`src/rtl/repetition_link_pkg.sv`:
```
// repetition_link_pkg: shared state encoding and link constants for the triple-repetition serial link
package repetition_link_pkg;
    typedef enum logic [1:0] {IDLE = 2'd0, START = 2'd1, DATA = 2'd2} state_t;
    localparam int DEF_NBITS = 8;
    localparam int DEF_REPEAT = 3;
    localparam logic START_LEVEL = 1'b1;
endpackage

```
`src/rtl/tx_symbol_counter.sv`:
```
// tx_symbol_counter: chip-within-symbol and bit-within-frame counters with terminal-count flags
module tx_symbol_counter
    import repetition_link_pkg::*;
#(
    parameter int NBITS = DEF_NBITS,
    parameter int REPEAT = DEF_REPEAT
) (
    input  logic clk,
    input  logic rst,
    input  logic en,
    input  logic bit_en,
    output logic chip_last,
    output logic bit_last
);
    localparam int CW = REPEAT > 1 ? $clog2(REPEAT) : 1;
    localparam int BW = NBITS > 1 ? $clog2(NBITS) : 1;
    logic [CW-1:0] chip_q, chip_d;
    logic [BW-1:0] bit_q, bit_d;
    assign chip_last = chip_q == CW'(REPEAT - 1);
    assign bit_last = bit_q == BW'(NBITS - 1);
    always_comb begin
        chip_d = !en ? chip_q : chip_last ? '0 : chip_q + CW'(1);
        bit_d = !(bit_en && chip_last) ? bit_q : bit_last ? '0 : bit_q + BW'(1);
    end
    always_ff @(posedge clk) begin
        if (rst) begin
            chip_q <= '0;
            bit_q <= '0;
        end else begin
            chip_q <= chip_d;
            bit_q <= bit_d;
        end
    end
endmodule

```
`src/rtl/repetition_code_tx.sv`:
```
// repetition_code_tx: frames a word with a start symbol and sends it LSB-first, each bit repeated REPEAT chips
module repetition_code_tx
    import repetition_link_pkg::*;
#(
    parameter int NBITS = DEF_NBITS,
    parameter int REPEAT = DEF_REPEAT
) (
    input  logic             clk,
    input  logic             rst,
    input  logic             in_val,
    output logic             in_rdy,
    input  logic [NBITS-1:0] in_data,
    output logic             tx_out,
    output logic             tx_val,
    output logic             busy
);
    if (REPEAT < 3 || REPEAT % 2 == 0 || NBITS < 1) begin : g_bad_params
        $error("repetition_code_tx: REPEAT must be odd and >= 3, NBITS >= 1");
    end
    state_t state_q, state_d;
    logic [NBITS-1:0] shift_q, shift_d;
    logic tx_out_q, tx_out_d, busy_q, busy_d;
    logic chip_last, bit_last;
    tx_symbol_counter #(.NBITS(NBITS), .REPEAT(REPEAT)) u_cnt (
        .clk(clk),
        .rst(rst),
        .en(state_q != IDLE),
        .bit_en(state_q == DATA),
        .chip_last(chip_last),
        .bit_last(bit_last)
    );
    assign in_rdy = state_q == IDLE && !rst;
    always_comb begin
        state_d = state_q;
        shift_d = shift_q;
        unique case (state_q)
            IDLE: if (in_val) begin
                state_d = START;
                shift_d = in_data;
            end
            START: state_d = chip_last ? DATA : START;
            DATA: if (chip_last) begin
                shift_d = shift_q >> 1;
                state_d = bit_last ? IDLE : DATA;
            end
            default: state_d = IDLE;
        endcase
        // outputs are registered from the next state so the line changes exactly on symbol boundaries
        tx_out_d = state_d == START ? START_LEVEL : state_d == DATA && shift_d[0];
        busy_d = state_d != IDLE;
    end
    always_ff @(posedge clk) begin
        if (rst) begin
            state_q <= IDLE;
            shift_q <= '0;
            tx_out_q <= 1'b0;
            busy_q <= 1'b0;
        end else begin
            state_q <= state_d;
            shift_q <= shift_d;
            tx_out_q <= tx_out_d;
            busy_q <= busy_d;
        end
    end
    assign tx_out = tx_out_q;
    assign tx_val = busy_q;
    assign busy = busy_q;
endmodule
```
`config.mk`:
```
export PLATFORM = sky130hd
export DESIGN_NAME = repetition_code_tx
export DESIGN_NICKNAME = d
export VERILOG_FILES = /design/src/rtl/repetition_link_pkg.sv /design/src/rtl/tx_symbol_counter.sv /design/src/rtl/repetition_code_tx.sv
export SDC_FILE = /design/constraint.sdc
export NUM_CORES = 1
export LEC_CHECK = 0
export BUFFER_PORTS_ARGS = -buffer_cell sky130_fd_sc_hd__clkbuf_2
export CAP_MARGIN = 20
export CORE_UTILIZATION = 55
export CTS_CLUSTER_SIZE = 16
export DETAILED_ROUTE_END_ITERATION = 10
export GPL_TIMING_DRIVEN = 0
export PLACE_DENSITY_LB_ADDON = 0.25
export SYNTH_ARGS = -nofsm -noshare
export SYNTH_HDL_FRONTEND = slang
export SYNTH_SLANG_ARGS = --single-unit
```
`constraint.sdc`:
```
create_clock -name clk -period 4 [get_ports clk]
set_clock_uncertainty 0.15 [all_clocks]
set_input_delay 0 -clock clk [delete_from_list [all_inputs] [get_ports clk]]
set_output_delay 0 -clock clk [all_outputs]
set_load 0.005 [all_outputs]
```
==> flow_metrics.tcl <==
set metrics [dict create \
    status "finished clean" \
    min_period_ns 2.073 \
    worst_pin_slew_ns 0.4662 \
    setup_slack_ns 1.927 \
    ios 15 \
    yosys_register_bits 17 \
    netlist_area_um2 770.7 \
    gp_congestion 0.6661 \
    antenna_found_initial 0 \
    rsz0062_at_grt "false" \
    post_dp_cell_area_um2 854.6 \
    gr-total-overflow 0 \
    final_area_um2 1001 \
    relSlewSlack_pct 68.88 \
    path_cells "buf_6 -> nor4bb_1 -> buf_4 -> nor2_4 -> nand2_1 -> a21oi_1 -> dlygate4sd3_1" \
    diodes 0 \
    die_w_um 39.44 \
    netlist_instances 80 \
    ir_drop_mv 0.2666 \
    drtIter0Drc 12 \
    finalHoldViolCount 0 \
    grt_pass1_vias 616 \
    min_period_over_period_pct 51.82 \
    yosysWarnings 0 \
    clkSinkCount 17 \
    cts_max_level 1 \
    timing.hold.ws_ns 0.01035 \
    path_delay_family "buffers and inverters" \
    crit_buf_inv 3 \
    cts_buffers 3 \
    num_vias 665 \
    path_class "reg -> reg" \
    core.rowCount 13 \
    max_freq_ghz 0.4824 \
    worstPathRequired_ns 4.04 \
    critPathArrivalTime_ns 2.12 \
    via_per_inst 5.363 \
    yosysTopAreaCellShare_pct 44.16 \
    synth.net_count 93 \
    cts_max_path_buffers 2 \
    die_h_um 39.44 \
    syn_area_per_cell_um2 9.634 \
    tritoncts "yes" \
    cts_resized 0 \
    postLayoutCoreUtil_pct 76.92 \
    first_pass_iters 4 \
    slowest_stage "dlygate4sd3_1" \
    grt_use_total_pct 27.45 \
    clock_latency_ns 0.29 \
    path_max_fanout 10 \
    dp_hpwl_um 1079 \
    drc 0 \
    report.final.slew_viol_count 0 \
    max_cap_violations 0 \
    synth_cell_types 28 \
    cts_setup_buffers 0 \
    final-setup-viol-count 0 \
    grt_pass1_wl_um 2732 \
    start_kind "register" \
    synth_area_leader_cell "dfxtp_1" \
    die_area_um2 1555 \
    avgRoutedWirePerCell_um 13.73 \
    drive_above_1_share_pct 24.77 \
    power_mw 0.3348 \
    syn2layout_area_growth_pct 29.87 \
    ctsHoldBuffers 12 \
    final_nets 123 \
    initial_core_util_pct 59.23 \
    hold_path.class "in -> reg" \
    n_fill_cell 99 \
    path_clk_slew_ns 0.11 \
    root_buffer "clkbuf_4" \
    placed_cells 108 \
    wl_um 1702 \
    preCtsSetupSlack_ns 2.388 \
    final_cells 124 \
    endpoint_kind "register" \
    ant_nets 0 \
    leakagePower_nw 0.4276 \
    core_um2 1301 \
    ys_seq_area_share_pct 44.16 \
    synth.area.top_cells "dfxtp_1 (44%), a22oi_1 (6.8%), nor2_1 (5.8%)" \
    fin_tns_setup_ns 0 \
    port_buffers 13 \
    pwr_density_cell_nw_per_um2 334.5 \
    grt_max_degree 11 \
    max_stage_delay_ns 0.56 \
]
## layer usage
| layer | vias up | wire, um | GRT usage, % | share of wire [%] |
|---|---|---|---|---|
| li1 | 342 | - | - | - |
| met1 | 306 | 680 | 29.79 | 40 |
| met2 | 13 | 930 | 50.82 | 55 |
| met3 | 4 | 60 | 5.682 | 3.5 |
| met4 | 0 | 30 | 10.34 | 1.8 |
| met5 | - | 0 | 0 | 0 |
## cell usage after synthesis (all sizes together)
master / count
buf: 4
a21oi: 9
or2: 1
nor2b: 2
mux2: 1
a211o: 1
nor4bb: 1
a32o: 1
nor3: 2
and2b: 1
a221oi: 1
mux2i: 3
nor3b: 2
ha: 2
dfxtp: 17
nand2: 6
o22ai: 1
a22oi: 8
nand3b: 1
inv: 1
nor2: 13
clkbuf: 2
## flip-flops by register name, summed over array words and instances (netlist names)
name,cells
shift_q,8
u_cnt.bit_q,3
u_cnt.chip_q,2
busy,1
state_q,2
tx_out,1
## area by class of cell
cell class                 count  area [um2]  area share, %
inverter                       1       3.754         0.3750
multi-input combinational     56       385.4          38.50
clock buffer                   4       26.28          2.625
timing repair buffer          25       185.2          18.50
tap                           15       18.77          1.875
sequential                    17       340.3          34.00
buffer                         6       41.29          4.125
## tightest hold or removal path: cells and delay by family
family | cells | cell delay, ns
AND/OR/NAND/NOR | 1 | 0.08
AO/OA/AOI/OAI | 2 | 0.26
buffers and inverters | 1 | 0.08
## cell usage in the layout (no fill, tap or decap), types with 2 or more instances in the layout
| master | synthesis | final |
|---|---|---|
| ha_1 | 2 | 2 |
| a22oi_1 | 7 | 7 |
| clkbuf_2 | 0 | 13 |
| dfxtp_1 | 17 | 17 |
| mux2i_1 | 3 | 3 |
| clkbuf_4 | 0 | 3 |
| dlygate4sd3_1 | 0 | 12 |
| nand2_1 | 6 | 6 |
| clkbuf_1 | 2 | 3 |
| buf_4 | 3 | 3 |
| a21oi_1 | 8 | 8 |
| nor3_1 | 2 | 2 |
| nor2_1 | 12 | 12 |
## cells by family after synthesis
group | Yosys count | synth area share [%]
AOI/OAI and AO/OA | 21 | 19.97
DFF | 17 | 44.16
adders and majority gates | 2 | 3.246
and+or+nand+nor | 29 | 20.94
buffers and inverters | 7 | 5.844
muxes | 4 | 5.844
## power breakdown
group | switching, mW | internal (mW)
logic | 0.0259 | 0.0298
registers | 0.00617 | 0.178
clock network | 0.0557 | 0.0387
## final timing paths
path / startpoint / endpoint / depth (start not counted) / slack [ns]
worst max-delay path: state_q[1] / shift_q[6] / 7 / 1.93
worst max register to register: state_q[1] / shift_q[6] / 7 / 1.93
worst min register to register: shift_q[3] / shift_q[3] / 2 / 0.33
worst min-delay path: in_data[0] / shift_q[0] / 4 / 0.01
Note: power is estimated with default switching activity, not from simulation.
